## src/rtl/dmem_arbiter_if.sv

```systemverilog
`default_nettype none
// ============================================================================
//  Module   : dmem_arbiter_if
//  Purpose  : Bundles the two core request ports and the single-port data
//             memory port of the data-memory arbiter.
//  Ports    : req/we/lock/addr/wdata per core (to arbiter), ack/rdata per
//             core (from arbiter), mem_en/mem_we/mem_addr/mem_wdata (from
//             arbiter), mem_rdata (to arbiter), owner/busy status.
//  Modports : slave  - arbiter side
//             master - cores + memory side (testbench / top level)
//  Revision : 1.0 - initial release
// ============================================================================
interface dmem_arbiter_if #(
   parameter int ADDR_W = 32,
   parameter int DATA_W = 32
);
   logic              req0;
   logic              req1;
   logic              we0;
   logic              we1;
   logic              lock0;
   logic              lock1;
   logic [ADDR_W-1:0] addr0;
   logic [ADDR_W-1:0] addr1;
   logic [DATA_W-1:0] wdata0;
   logic [DATA_W-1:0] wdata1;
   logic              ack0;
   logic              ack1;
   logic [DATA_W-1:0] rdata0;
   logic [DATA_W-1:0] rdata1;
   logic              mem_en;
   logic              mem_we;
   logic [ADDR_W-1:0] mem_addr;
   logic [DATA_W-1:0] mem_wdata;
   logic [DATA_W-1:0] mem_rdata;
   logic              owner;
   logic              busy;

   modport slave (
      input  req0, req1, we0, we1, lock0, lock1,
      input  addr0, addr1, wdata0, wdata1,
      output ack0, ack1, rdata0, rdata1,
      output mem_en, mem_we, mem_addr, mem_wdata,
      input  mem_rdata,
      output owner, busy
   );

   modport master (
      output req0, req1, we0, we1, lock0, lock1,
      output addr0, addr1, wdata0, wdata1,
      input  ack0, ack1, rdata0, rdata1,
      input  mem_en, mem_we, mem_addr, mem_wdata,
      output mem_rdata,
      input  owner, busy
   );
endinterface
`default_nettype wire

```

## src/rtl/dmem_arbiter.sv

```systemverilog
`default_nettype none
// ============================================================================
//  Module   : dmem_arbiter
//  Purpose  : Round-robin arbiter sharing one single-port, synchronous-read
//             data memory between two CPU cores, with a bounded lock facility
//             for read-modify-write sequences.
//  Ports    : clk   - rising-edge clock
//             reset - synchronous, active-low
//             bus   - dmem_arbiter_if.slave (core ports, memory port, status)
//  Revision : 1.0 - initial release
// ============================================================================
module dmem_arbiter #(
   parameter int ADDR_W   = 32,
   parameter int DATA_W   = 32,
   parameter int LOCK_MAX = 4
) (
   input  logic          clk,
   input  logic          reset,
   dmem_arbiter_if.slave bus
);

   localparam int                c_cnt_w    = $clog2(LOCK_MAX + 1);
   localparam logic [c_cnt_w-1:0] c_lock_max = c_cnt_w'(LOCK_MAX);

   typedef enum logic [1:0] {
      S_IDLE   = 2'd0,
      S_ACCESS = 2'd1,
      S_RESP   = 2'd2
   } state_t;

   state_t              r_state;
   logic                r_prio;
   logic                r_hold;
   logic [c_cnt_w-1:0]  r_lock_cnt;
   logic                r_owner;
   logic                r_we;
   logic                r_lock;
   logic [ADDR_W-1:0]   r_addr;
   logic [DATA_W-1:0]   r_wdata;
   logic [DATA_W-1:0]   r_rdata0;
   logic [DATA_W-1:0]   r_rdata1;

   state_t              w_state_next;
   logic                w_prio_next;
   logic                w_hold_next;
   logic [c_cnt_w-1:0]  w_cnt_next;
   logic [c_cnt_w-1:0]  w_cnt_inc;
   logic                w_elig0;
   logic                w_elig1;
   logic                w_arb;
   logic                w_grant;
   logic                w_winner;
   logic                w_rd_resp;

   // ------------------------------------------------------------------
   // Next-state, lock bookkeeping and arbitration
   // ------------------------------------------------------------------
   always_comb begin
      w_state_next = r_state;
      w_prio_next  = r_prio;
      w_hold_next  = r_hold;
      w_cnt_next   = r_lock_cnt;
      w_elig0      = 1'b0;
      w_elig1      = 1'b0;
      w_arb        = 1'b0;
      w_grant      = 1'b0;
      w_winner     = r_owner;
      w_cnt_inc    = (r_lock_cnt == c_lock_max) ? r_lock_cnt : r_lock_cnt + 1'b1;

      case (r_state)
         S_IDLE: begin
            w_arb = 1'b1;
            if (r_hold) begin
               // Hold active: only the owner may come back in.
               w_elig0 = bus.req0 & ~r_owner;
               w_elig1 = bus.req1 &  r_owner;
            end else begin
               w_elig0 = bus.req0;
               w_elig1 = bus.req1;
            end
         end
         S_ACCESS: begin
            w_state_next = S_RESP;
         end
         S_RESP: begin
            w_arb = 1'b1;
            // Decide whether the hold survives this completed access.
            if (r_lock && (w_cnt_inc < c_lock_max)) begin
               w_hold_next = 1'b1;
               w_cnt_next  = w_cnt_inc;
            end else begin
               w_hold_next = 1'b0;
               w_cnt_next  = '0;
               w_prio_next = ~r_owner;
            end
            // Owner is re-eligible only under a hold; otherwise the
            // acked core is excluded so the other core gets its turn.
            if (w_hold_next) begin
               w_elig0 = bus.req0 & ~r_owner;
               w_elig1 = bus.req1 &  r_owner;
            end else begin
               w_elig0 = bus.req0 &  r_owner;
               w_elig1 = bus.req1 & ~r_owner;
            end
            w_state_next = S_IDLE;
         end
         default: begin
            w_state_next = S_IDLE;
         end
      endcase

      if (w_arb && (w_elig0 || w_elig1)) begin
         w_grant      = 1'b1;
         w_winner     = (w_elig0 && w_elig1) ? r_prio : w_elig1;
         w_state_next = S_ACCESS;
      end
   end

   // ------------------------------------------------------------------
   // State and latch registers
   // ------------------------------------------------------------------
   always_ff @(posedge clk) begin
      if (!reset) begin
         r_state    <= S_IDLE;
         r_prio     <= 1'b0;
         r_hold     <= 1'b0;
         r_lock_cnt <= '0;
         r_owner    <= 1'b0;
         r_we       <= 1'b0;
         r_lock     <= 1'b0;
         r_addr     <= '0;
         r_wdata    <= '0;
         r_rdata0   <= '0;
         r_rdata1   <= '0;
      end else begin
         r_state    <= w_state_next;
         r_prio     <= w_prio_next;
         r_hold     <= w_hold_next;
         r_lock_cnt <= w_cnt_next;
         if (w_grant) begin
            r_owner <= w_winner;
            r_we    <= w_winner ? bus.we1    : bus.we0;
            r_lock  <= w_winner ? bus.lock1  : bus.lock0;
            r_addr  <= w_winner ? bus.addr1  : bus.addr0;
            r_wdata <= w_winner ? bus.wdata1 : bus.wdata0;
         end
         if (w_rd_resp) begin
            if (r_owner) begin
               r_rdata1 <= bus.mem_rdata;
            end else begin
               r_rdata0 <= bus.mem_rdata;
            end
         end
      end
   end

   // ------------------------------------------------------------------
   // Outputs: all memory-side signals come straight from registers
   // ------------------------------------------------------------------
   assign w_rd_resp     = (r_state == S_RESP) & ~r_we;

   assign bus.mem_en    = (r_state == S_ACCESS);
   assign bus.mem_we    = (r_state == S_ACCESS) & r_we;
   assign bus.mem_addr  = r_addr;
   assign bus.mem_wdata = r_wdata;

   assign bus.ack0      = (r_state == S_RESP) & ~r_owner;
   assign bus.ack1      = (r_state == S_RESP) &  r_owner;

   // Read data is presented in the ack cycle straight from the memory and
   // captured so it holds until the next read ack to the same core.
   assign bus.rdata0    = (w_rd_resp & ~r_owner) ? bus.mem_rdata : r_rdata0;
   assign bus.rdata1    = (w_rd_resp &  r_owner) ? bus.mem_rdata : r_rdata1;

   assign bus.owner     = r_owner;
   assign bus.busy      = (r_state != S_IDLE);

endmodule
`default_nettype wire

```

## src/flat_wrapper.sv

```systemverilog
// flat-port wrapper written by rule: the top's interface ports become plain ports
module dmem_arbiter_flat 
#(
   parameter int ADDR_W   = 32,
   parameter int DATA_W   = 32,
   parameter int LOCK_MAX = 4
)
  (clk, reset, bus_req0, bus_req1, bus_we0, bus_we1, bus_lock0, bus_lock1, bus_addr0, bus_addr1, bus_wdata0, bus_wdata1, bus_ack0, bus_ack1, bus_rdata0, bus_rdata1, bus_mem_en, bus_mem_we, bus_mem_addr, bus_mem_wdata, bus_mem_rdata, bus_owner, bus_busy);
  dmem_arbiter_if #(.ADDR_W(ADDR_W), .DATA_W(DATA_W)) bus_i ();
  input  logic clk;
  input  logic reset;
  input wire logic [$bits(bus_i.req0)-1:0] bus_req0;
  input wire logic [$bits(bus_i.req1)-1:0] bus_req1;
  input wire logic [$bits(bus_i.we0)-1:0] bus_we0;
  input wire logic [$bits(bus_i.we1)-1:0] bus_we1;
  input wire logic [$bits(bus_i.lock0)-1:0] bus_lock0;
  input wire logic [$bits(bus_i.lock1)-1:0] bus_lock1;
  input wire logic [$bits(bus_i.addr0)-1:0] bus_addr0;
  input wire logic [$bits(bus_i.addr1)-1:0] bus_addr1;
  input wire logic [$bits(bus_i.wdata0)-1:0] bus_wdata0;
  input wire logic [$bits(bus_i.wdata1)-1:0] bus_wdata1;
  output wire logic [$bits(bus_i.ack0)-1:0] bus_ack0;
  output wire logic [$bits(bus_i.ack1)-1:0] bus_ack1;
  output wire logic [$bits(bus_i.rdata0)-1:0] bus_rdata0;
  output wire logic [$bits(bus_i.rdata1)-1:0] bus_rdata1;
  output wire logic [$bits(bus_i.mem_en)-1:0] bus_mem_en;
  output wire logic [$bits(bus_i.mem_we)-1:0] bus_mem_we;
  output wire logic [$bits(bus_i.mem_addr)-1:0] bus_mem_addr;
  output wire logic [$bits(bus_i.mem_wdata)-1:0] bus_mem_wdata;
  input wire logic [$bits(bus_i.mem_rdata)-1:0] bus_mem_rdata;
  output wire logic [$bits(bus_i.owner)-1:0] bus_owner;
  output wire logic [$bits(bus_i.busy)-1:0] bus_busy;
  assign bus_i.req0 = bus_req0;
  assign bus_i.req1 = bus_req1;
  assign bus_i.we0 = bus_we0;
  assign bus_i.we1 = bus_we1;
  assign bus_i.lock0 = bus_lock0;
  assign bus_i.lock1 = bus_lock1;
  assign bus_i.addr0 = bus_addr0;
  assign bus_i.addr1 = bus_addr1;
  assign bus_i.wdata0 = bus_wdata0;
  assign bus_i.wdata1 = bus_wdata1;
  assign bus_ack0 = bus_i.ack0;
  assign bus_ack1 = bus_i.ack1;
  assign bus_rdata0 = bus_i.rdata0;
  assign bus_rdata1 = bus_i.rdata1;
  assign bus_mem_en = bus_i.mem_en;
  assign bus_mem_we = bus_i.mem_we;
  assign bus_mem_addr = bus_i.mem_addr;
  assign bus_mem_wdata = bus_i.mem_wdata;
  assign bus_i.mem_rdata = bus_mem_rdata;
  assign bus_owner = bus_i.owner;
  assign bus_busy = bus_i.busy;
  dmem_arbiter #(.ADDR_W(ADDR_W), .DATA_W(DATA_W), .LOCK_MAX(LOCK_MAX)) u_core (.clk(clk), .reset(reset), .bus(bus_i));
endmodule
```

## config.mk

```make
export PLATFORM = sky130hd
export DESIGN_NAME = dmem_arbiter_flat
export DESIGN_NICKNAME = d
export VERILOG_FILES = /design/src/rtl/dmem_arbiter_if.sv /design/src/rtl/dmem_arbiter.sv /design/src/flat_wrapper.sv
export SDC_FILE = /design/constraint.sdc
export NUM_CORES = 1
export LEC_CHECK = 0
export CORE_ASPECT_RATIO = 0.75
export CORE_MARGIN = 5
export CORE_UTILIZATION = 39
export DETAILED_ROUTE_END_ITERATION = 6
export PLACE_DENSITY = 0.83
export SLEW_MARGIN = 20
export SYNTH_ARGS = -nofsm -noshare
export SYNTH_HDL_FRONTEND = slang
export SYNTH_SLANG_ARGS = --single-unit
export TNS_END_PERCENT = 10
```

## constraint.sdc

```tcl
create_clock -name clk -period 2.3 [get_ports clk]
set_input_delay 0.23 -clock clk [delete_from_list [all_inputs] [get_ports clk]]
set_output_delay 0.23 -clock clk [all_outputs]
set_load 0.02 [all_outputs]
```

; ---- After elaboration in Yosys (flattened, before gate mapping)
; Index checks and enable logic that the tools add are counted.
[op_classes]
n_addsub = 1
order_cmp = 1
n_reduce_logical = 11
n_eq_ne = 4
n_mux = 22
n_bitwise = 14
[ops]
columns = cell, n
row1 = two-way mux 32 bit, 4
row2 = two-way mux 1 bit, 13
row3 = AND 1 bit, 10
row4 = two-way mux 3 bit, 2
row5 = AND reduction 2 bit, 3
row6 = NOT 1 bit, 4
row7 = case mux 1 bit (2 select lines), 2
row8 = case mux 2 bit (2 select lines), 1
row9 = OR reduction 2 bit, 2
row10 = "adder 3 x 1 -> 3 bit, second input constant", 1
row11 = "equality test 3 bit, second input constant", 1
row12 = logical AND 1 bit, 3
row13 = "less-than comparator 3 bit, second input constant", 1
row14 = "equality test 2 x 1 -> 1 bit, second input constant", 1
row15 = "equality test 2 bit, second input constant", 1
row16 = zero test 2 bit, 1
row17 = "inequality test 2 x 1 -> 1 bit, second input constant", 1
row18 = nonzero test 2 bit, 1
row19 = logical OR 1 bit, 1
[word_totals]
output_inout_bits = 134
wordCells = 65
in_bits = 168
reg_bits = 138

; ---- Logic depth before layout (Yosys ltp)
[depth]
word_depth = 12
depth_mapped = 10
ltp_nobuf = 8

; ---- Worst setup path before layout
; No wires, ideal clock.
[synth_timing]
path_type = flip-flop to flip-flop
start = reg (tool-made name)
end = reg u_core.r_rdata1[26]
n_path_buf = 2
arrival_time_ns = 2.082
synth_period_minus_slack_ns = 2.197
path_stages_with_launch = 7
path_slack_ns = 0.103
setup_time_ns = 0.115
required_ns = 2.185
path_cell_list = dfxtp_1 > clkbuf_1 > inv_1 > nor3_1 > buf_2 > mux2_1 > and2_1
[synth_lines]
columns = item, line
row1 = end signal: assignment, dmem_arbiter.sv:149  ; r_rdata1 <= bus.mem_rdata;
row2 = end: declaration, dmem_arbiter.sv:41  ; logic [DATA_W-1:0] r_rdata1;

; ---- Worst setup path in the final report
[layout_timing]
start = reg u_core.r_lock_cnt[0]
end = reg u_core.r_addr[30] (netlist: u_core.bus.mem_addr[30])
[layout_via]
elab_chain_len = 12
word_cells_on_any_way = 18
cone_classes = 1 x add/sub / 1 x order compare / 1 x eq/ne / 11 x mux / 4 x reduce/logical
[layout_rtl]
columns = item, line
row1 = start: declaration, dmem_arbiter.sv:34  ; logic [c_cnt_w-1:0] r_lock_cnt;
row2 = start signal: assignment, dmem_arbiter.sv:139  ; r_lock_cnt <= w_cnt_next;
row3 = adder 3 x 1 -> 3 bit or equality test 3 bit (tied branches), dmem_arbiter.sv:68  ; w_cnt_inc = (r_lock_cnt == c_lock_max) ? r_lock_cnt : r_lock_cnt + 1'b1;
row4 = two-way mux 3 bit (*), dmem_arbiter.sv:68
row5 = less-than comparator 3 bit (*), dmem_arbiter.sv:88  ; if (r_lock && (w_cnt_inc < c_lock_max)) begin
row6 = logical AND 1 bit (*), dmem_arbiter.sv:88
row7 = two-way mux 1 bit (*), dmem_arbiter.sv:88
row8 = two-way mux 1 bit (*), dmem_arbiter.sv:70  ; case (r_state)
row9 = two-way mux 1 bit, dmem_arbiter.sv:98  ; if (w_hold_next) begin
row10 = case mux 1 bit (2 select lines), dmem_arbiter.sv:70
row11 = logical AND 1 bit or logical OR 1 bit (tied branches), "dmem_arbiter.sv:114, dmem_arbiter.sv:112"
row12 = two-way mux 1 bit or logical AND 1 bit (tied branches), "dmem_arbiter.sv:114, dmem_arbiter.sv:112"
row13 = two-way mux 1 bit, dmem_arbiter.sv:112  ; if (w_arb && (w_elig0 || w_elig1)) begin
row14 = two-way mux 32 bit, dmem_arbiter.sv:144  ; r_addr <= w_winner ? bus.addr1 : bus.addr0;
row15 = end signal: assignment, dmem_arbiter.sv:144
row16 = end: declaration, dmem_arbiter.sv:38  ; logic [ADDR_W-1:0] r_addr;
; Mark *: on every way between the ends. The rest lies on a longest branch, timed or not. The select of a mux whose other input is x is not followed.
; A chain may end at the register's enable or synchronous reset.

==> flow_summary.yaml <==
outcome:
  status: "finished clean"
floorplanning:
  die-width_um: 149
  die_height_um: 114
  coreArea_mm2: 0.0144
  initial_core_util: 0.395
  core.rowCount: 38
  dieArea_mm2: 0.0171
  io_pins: 302
critical_path:
  end_kind: "flip-flop"
  path_class: "flip-flop to flip-flop"
  start_kind: "flip-flop"
  worstPathArrival_ns: 2.57
  reg2reg_slack_ns: 0.02
  worst_r2r_endpoint: "u_core.bus.mem_addr[30]"
  crit_required_ns: 2.59
  crit_end: "u_core.bus.mem_addr[30]"
  startpoint: "u_core.r_lock_cnt[0]"
  reg2reg_depth: 10
  critPathMaxFanout: 11
  r2r-start: "u_core.r_lock_cnt[0]"
run:
  max_cap_violations: 0
timing:
  worst_slack_ns: 0.0171
  tightestPinTransition_ns: 0.463
  finalHoldViolations: 0
  maxSlewHeadroom: 0.691
  fin_crit_ns: 2.28
  hold_ws_ns: 0.446
  finalSetupViolCount: 0
  fmax_mhz: 438
  tns_ns: 0
  skew_ns: 0.0107
  rsz0062_at_grt: "true"
  drv_slew: 0
  fin_crit_sh: 0.993
place:
  numPortBuffers: 301
  place_area_mm2: 0.00900
  dpl.hpwl_mm: 13.4
  dp_slack_ns: -0.00513
  placedCellCount: 973
  globalplace.congestion: 0.815
power_and_ir_drop:
  power_mw: 6.87
  p_leak_nw: 4.21
  powerDensity_mw_per_mm2: 712
  ir_drop_uv: 446
global_route:
  grt_pass1_wl_mm: 28.3
  grt_usage: 0.209
  grt-ovfl-total: 0
  first_global_vias: 5301
  antenna_found_initial: 0
  grt_max_degree: 68
layout:
  layout_common_cells: "237 x clkdlybuf4s50_1, 135 x dfxtp_1, 66 x and2_1, 65 x o2bb2ai_1, 64 x buf_2"
  nNetsFinal: 978
  final_common_cell: "clkdlybuf4s50_1"
  final_area_mm2: 0.00966
  area_growth_pct: 70.1
  drive_gt1_frac: 0.256
  finish.utilization: 0.673
  insertedDiodeCount: 0
  final_cells: 1021
logic_synthesis:
  netlist_top_cells_area: "dfxtp_1 49%, mux2i_1 12%, mux2_2 12%"
  ys_warn_count: 0
  synth_top_family_by_area: "multiplexers"
  post-synth-top-area-cell: "dfxtp_1"
  synthSimpleGateAreaFrac: 0.104
  synth_top_cell_area_share: 0.487
  synth-seq-cells: 138
  synth_cells: 494
  synth_nets: 664
  synth-adder-area-share: 0.00441
  synth-xor-area-share: 0
  syn_area_per_cell_um2: 11.5
  yosys-mux-area-fraction: 0.247
  synth-compound-area-share: 0.121
  synth-seq-area-share: 0.487
  ys_types: 30
  syn-cell-area_mm2: 0.00568
clocking:
  cts_tree: "built"
  cts_htree_levels: 4
  postCtsHoldBufs: 0
  numClockSinks: 138
  cts.clk_slew.worst_paths_ns: 0.06
  clk_latency_ns: 0.42
  cts-buffers-inserted: 17
  cts-root-buf: "clkbuf_16"
  cts_buffer_depth: 2
route:
  ant_nets: 0
  drtIter0Drc: 170
  num_vias: 4966
  viasPerCell: 4.86
  dr.pass1.iters: 4
  wirelength_mm: 18.9
  avgRoutedWirePerCell_um: 18.5
  drc: 0
hold_path:
  hold_class: "input port to flip-flop"
==> worst min path at each step <==
stage                             from                        to  slack [ns]  depth (start not counted)
2_1_floorplan                  bus_we1               u_core.r_we        0.41                          2
3_3_place_gp   u_core.bus.mem_wdata[7]   u_core.bus.mem_wdata[7]        0.44                          1
3_5_place_dp   u_core.bus.mem_wdata[1]   u_core.bus.mem_wdata[1]        0.45                          1
4_1_cts                 bus_wdata1[26]  u_core.bus.mem_wdata[26]        0.42                          3
5_1_grt                 bus_wdata1[15]  u_core.bus.mem_wdata[15]        0.44                          3
6_report                bus_wdata1[26]  u_core.bus.mem_wdata[26]        0.45                          3
==> worst max-delay path, cell delays in order, from the launching register on <==
cell and delay (ns):
dfxtp_2 0.35, inv_2 0.03, ha_2 0.17, and3b_2 0.26, o21ai_4 0.07, a22o_1 0.24
o32ai_4 0.32, buf_12 0.22, clkbuf_16 0.19, mux2i_1 0.22, o2bb2ai_1 0.08
==> sequential cells by signal, summed over array words and instances, names as in the netlist, named ones only <==
name and cells:
u_core.r_lock 1, u_core.r_lock_cnt 3, u_core.bus.mem_wdata 32, u_core.r_prio 1
u_core.r_hold 1, u_core.bus.mem_addr 32, u_core.r_we 1, u_core.r_state 2
u_core.r_rdata1 32, u_core.r_rdata0 32
==> metal layers <==
layer / GRT usage / routed length, µm / vias to the layer above
li1: - / - / 2408
met2: 0.374 / 9780 / 189
met5: 0 / 0 / -
met3: 0.0590 / 1250 / 39
met1: 0.230 / 7270 / 2330
met4: 0.101 / 582 / 0
==> Yosys cell counts <==
cell type	instances
o21ai_2	1
mux2_2	60
ha_1	2
a21o_1	1
a21oi_1	6
nand3_1	1
nor2b_1	4
inv_1	7
o2bb2ai_1	66
o32ai_4	1
nand2_1	3
o211ai_1	2
nand4bb_1	1
mux2_1	4
dfxtp_1	138
and3_1	1
buf_6	4
or2_2	1
clkbuf_1	22
buf_4	3
and3b_1	1
nand4b_1	1
nand2b_1	5
nor3_1	4
and2_1	66
nor2_1	11
mux2i_1	68
buf_2	8
a22o_1	1
a32oi_1	1
==> area by class of cell <==
| cell class | count | area [µm²] |
|---|---|---|
| timing repair buffer | 332 | 3230 |
| clock buffer | 19 | 443 |
| sequential | 138 | 2770 |
| inverter | 7 | 26.3 |
| clock inverter | 13 | 120 |
| fill | 1119 | 4700 |
| tap | 200 | 250 |
| multi-input combinational | 312 | 2820 |
==> where the power goes <==
| part | internal, mW | leakage, nW | switching (mW) |
|---|---|---|---|
| clock network | 1.52 | 0.258 | 1.06 |
| registers | 2.56 | 1.13 | 0.0965 |
| logic | 0.917 | 2.82 | 0.721 |
| total | 4.99 | 4.21 | 1.88 |
==> cell families after synthesis <==
logic type / Yosys count
adders and majority gates: 2
AOI/OAI and AO/OA: 79
muxes: 132
and+or+nand+nor: 99
DFF: 138
buffers and inverters: 44
==> timing repair <==
item,CTS,global route
buffers inserted,3,4
endpoints found under the setup margin,65,102
gates resized for setup,244,44
gates cloned,2,7
pin swaps,2,2
No activity file was read; power rests on OpenSTA's default activity.
==> RTL change: new RTL, same settings <==
`ADDR_W` is set to 32 in 3 places; all go to 16.
--- a/src/rtl/dmem_arbiter_if.sv
+++ b/src/rtl/dmem_arbiter_if.sv
@@ -13,3 +13,3 @@
 interface dmem_arbiter_if #(
-   parameter int ADDR_W = 32,
+   parameter int ADDR_W = 16,
    parameter int DATA_W = 32
--- a/src/rtl/dmem_arbiter.sv
+++ b/src/rtl/dmem_arbiter.sv
@@ -12,3 +12,3 @@
 module dmem_arbiter #(
-   parameter int ADDR_W   = 32,
+   parameter int ADDR_W   = 16,
    parameter int DATA_W   = 32,
--- a/src/flat_wrapper.sv
+++ b/src/flat_wrapper.sv
@@ -3,3 +3,3 @@
 #(
-   parameter int ADDR_W   = 32,
+   parameter int ADDR_W   = 16,
    parameter int DATA_W   = 32,
Ports: changed (resized bus_addr0, bus_addr1 and bus_mem_addr); port bits go from 302 to 254. No check against the original RTL was run, so the function may have changed too.
==> RTL change against the original RTL <==
- the run now ends with setup timing left
- setup slack got worse by 31 ps
- power decreased by 9.8%
- first-iteration DRC count decreased by 12%
- design area decreased by 13%
- critical path depth decreased by 1
- area after synthesis decreased by 11%
- clock skew increased by 1.3 ps
- via count decreased by 9.8%
- sequential cell count decreased by 16
- count of clock-buffer cells in the layout increased by 2
- routed wire length decreased by 18%
- sequential share of layout area increased by 0.45 points
- largest power group is now clock
- highest routed layer unchanged
==> RTL change: results (changes against the original RTL) <==
* Num CTS Buffers at 17 (unchanged)
* Reg clk slew, reported paths at 60 ps (about the same)
* Seq/Total Area, Yosys at 48.2% (-0.48 points)
* Setup TNS at -25.8 ps (-25.8 ps)
* Port bufs at 253 (-16%)
* First-pass GRT wire length at 24,200 um (-14%)
* Worst-Skew Late Latency at 400 ps (-20 ps)
* Commonest cells in the netlist: 122 x dfxtp_1, 66 x and2_1, 61 x mux2_2
* Worst slew pin tran at 511 ps (+48.0 ps)
* Max Buffers Root-to-Sink at 2 (unchanged)
* Crit path from: u_core.r_lock_cnt[0]$_SDFFE_PN0P_
* Hpwl dp at 11,300 um (-16%)
* Violated checks: setup timing
* Largest cells by area after synthesis: dfxtp_1 48%, mux2_2 14%, mux2i_1 10%
* Vias in the first global route at 4,780 (-9.8%)
* Synth warn at 0 (unchanged)
* Layout cell share with drive strength beyond 1 at 24.9% (-0.68 points)
* Drt initial violations at 150 (-12%)
* Placed Area at 0.00779 mm2 (-13%)
* CP arrival at 2590 ps (+20 ps)
* # diodes at 0 (unchanged)
* Pin count of the biggest net entering global routing at 66 (-2.9%)
* Drt first pass iters at 4 (unchanged)
* Vias per cell at 4.81 (-1.0%)
* Worst hold start: reset
* Global Route Usage Sum at 19.8% (-1.1 points)
* Worst r2r path cells at 9 (-1)
* Worst hold path type: input pin to flip-flop
* Initial antenna violation count at 0 (unchanged)
* Fin Clk Skew at 11.9 ps (+1.29 ps)
* DR WL/cell at 16.7 um (-9.6%)
* Slowest-stage cell, CP: dfxtp_2
* Clk root buf: clkbuf_16
* Yosys cell types at 33 (+10%)
* Final setup vio count at 3 (+3)
* Peak supply drop at 492 uV (+10%)
* Syn nets at 625 (-5.9%)
* Outcome: complete, but fails checks
* GP Congestion at 0.848 (+4.2%)
* Hold Crit Depth at 3 (unchanged)
* Leakage at 0.00374 uW (-11%)
* CP max stage delay at 330 ps (-20 ps)
* H-tree depth at 4 (unchanged)
* Main synth FF type: dfxtp_1
* Worst setup margin at -13.7 ps (-30.9 ps)
* Worst Path Max Fanout at 40 (+29)
* Async SR Flop Fraction at 0% (unchanged)
* Fin nets at 884 (-9.6%)
[RTL change: cell types whose count changed after synthesis, sizes merged, moves of 3 or more]
| cell | before | now |
|---|---|---|
| clkbuf | 22 | 19 |
| dfxtp | 138 | 122 |
| mux2i | 68 | 52 |
| nand2 | 3 | 53 |
| o21ai | 1 | 52 |
| o2bb2ai | 66 | 0 |
[RTL change: layout make-up]
cell class	instances	area [um2]
fill	1027	4480
multi-input combinational	327	2520
sequential	122	2440
inverter	6	22.5
clock buffer	21	460
tap	171	214
clock inverter	11	145
timing repair buffer	272	2600
[RTL change: path summary, 6_finish.rpt]
path / to / slack, ps
max: u_core.bus.mem_wdata[9]$_SDFFE_PN0P_ / -10
min: u_core.r_state[0]$_SDFFE_PN0P_ / 160
max reg2reg: u_core.bus.mem_wdata[9]$_SDFFE_PN0P_ / -10
min reg2reg: u_core.bus.mem_addr[13]$_SDFFE_PN0P_ / 440
[RTL change: repair_timing]
action,4_1_cts,5_1_grt
resized for setup,273,59
endpoints found under the hold margin,0,0
cloned,2,0
setup endpoints to repair,105,113
setup buffers,3,0
pin swaps,4,1
[RTL change: per-layer routing]
layer	global-route usage, %	wire length, um	part of all wire [%]	up-vias
met5	0	0	0	-
li1	-	-	-	2167
met4	6.78	376	2.4	0
met2	36.0	7860	51	173
met1	21.1	6070	39	2109
met3	7.63	1250	8.0	28
[RTL change: through the flow]
step                      setup slack (ps)  power, uW  hold WS, ps  utilization (%)  cells
after CTS                            -11.5       6260          147             63.7    930
after global routing                  -122       6460          149             65.2    930
after floorplan                        104       2950          403                -    487
after detailed placement             -44.2       3550          440             60.5    893
final                                -13.7       6200          165             65.2    930
after global placement                26.2       3510          434             60.5    893
[RTL change: worst max-delay path: cells and delay by family (launching register included)]
kind            cells  cell delay (ps)
mux                 1              250
flops               1              330
fa+ha+maj           1              140
simple gates        1              200
compound gates      4              890
buf+inv             2              350
[RTL change: cell families (layout without fill, tap and decap cells)]
kind of cell | Yosys count | in the layout | share of synthesized area (%)
mux | 117 | 117 | 24.7
fa+ha+maj | 2 | 2 | 0.494
simple gates | 146 | 146 | 15.1
compound gates | 62 | 62 | 6.66
flops | 122 | 122 | 48.2
buf+inv | 38 | 310 | 4.86
[RTL change: where the power goes]
part           total (uW)  switching [uW]  internal [uW]
clock                2700             943           1760
combinational        1180             551            631
sequential           2310            68.0           2240
total                6200            1560           4630
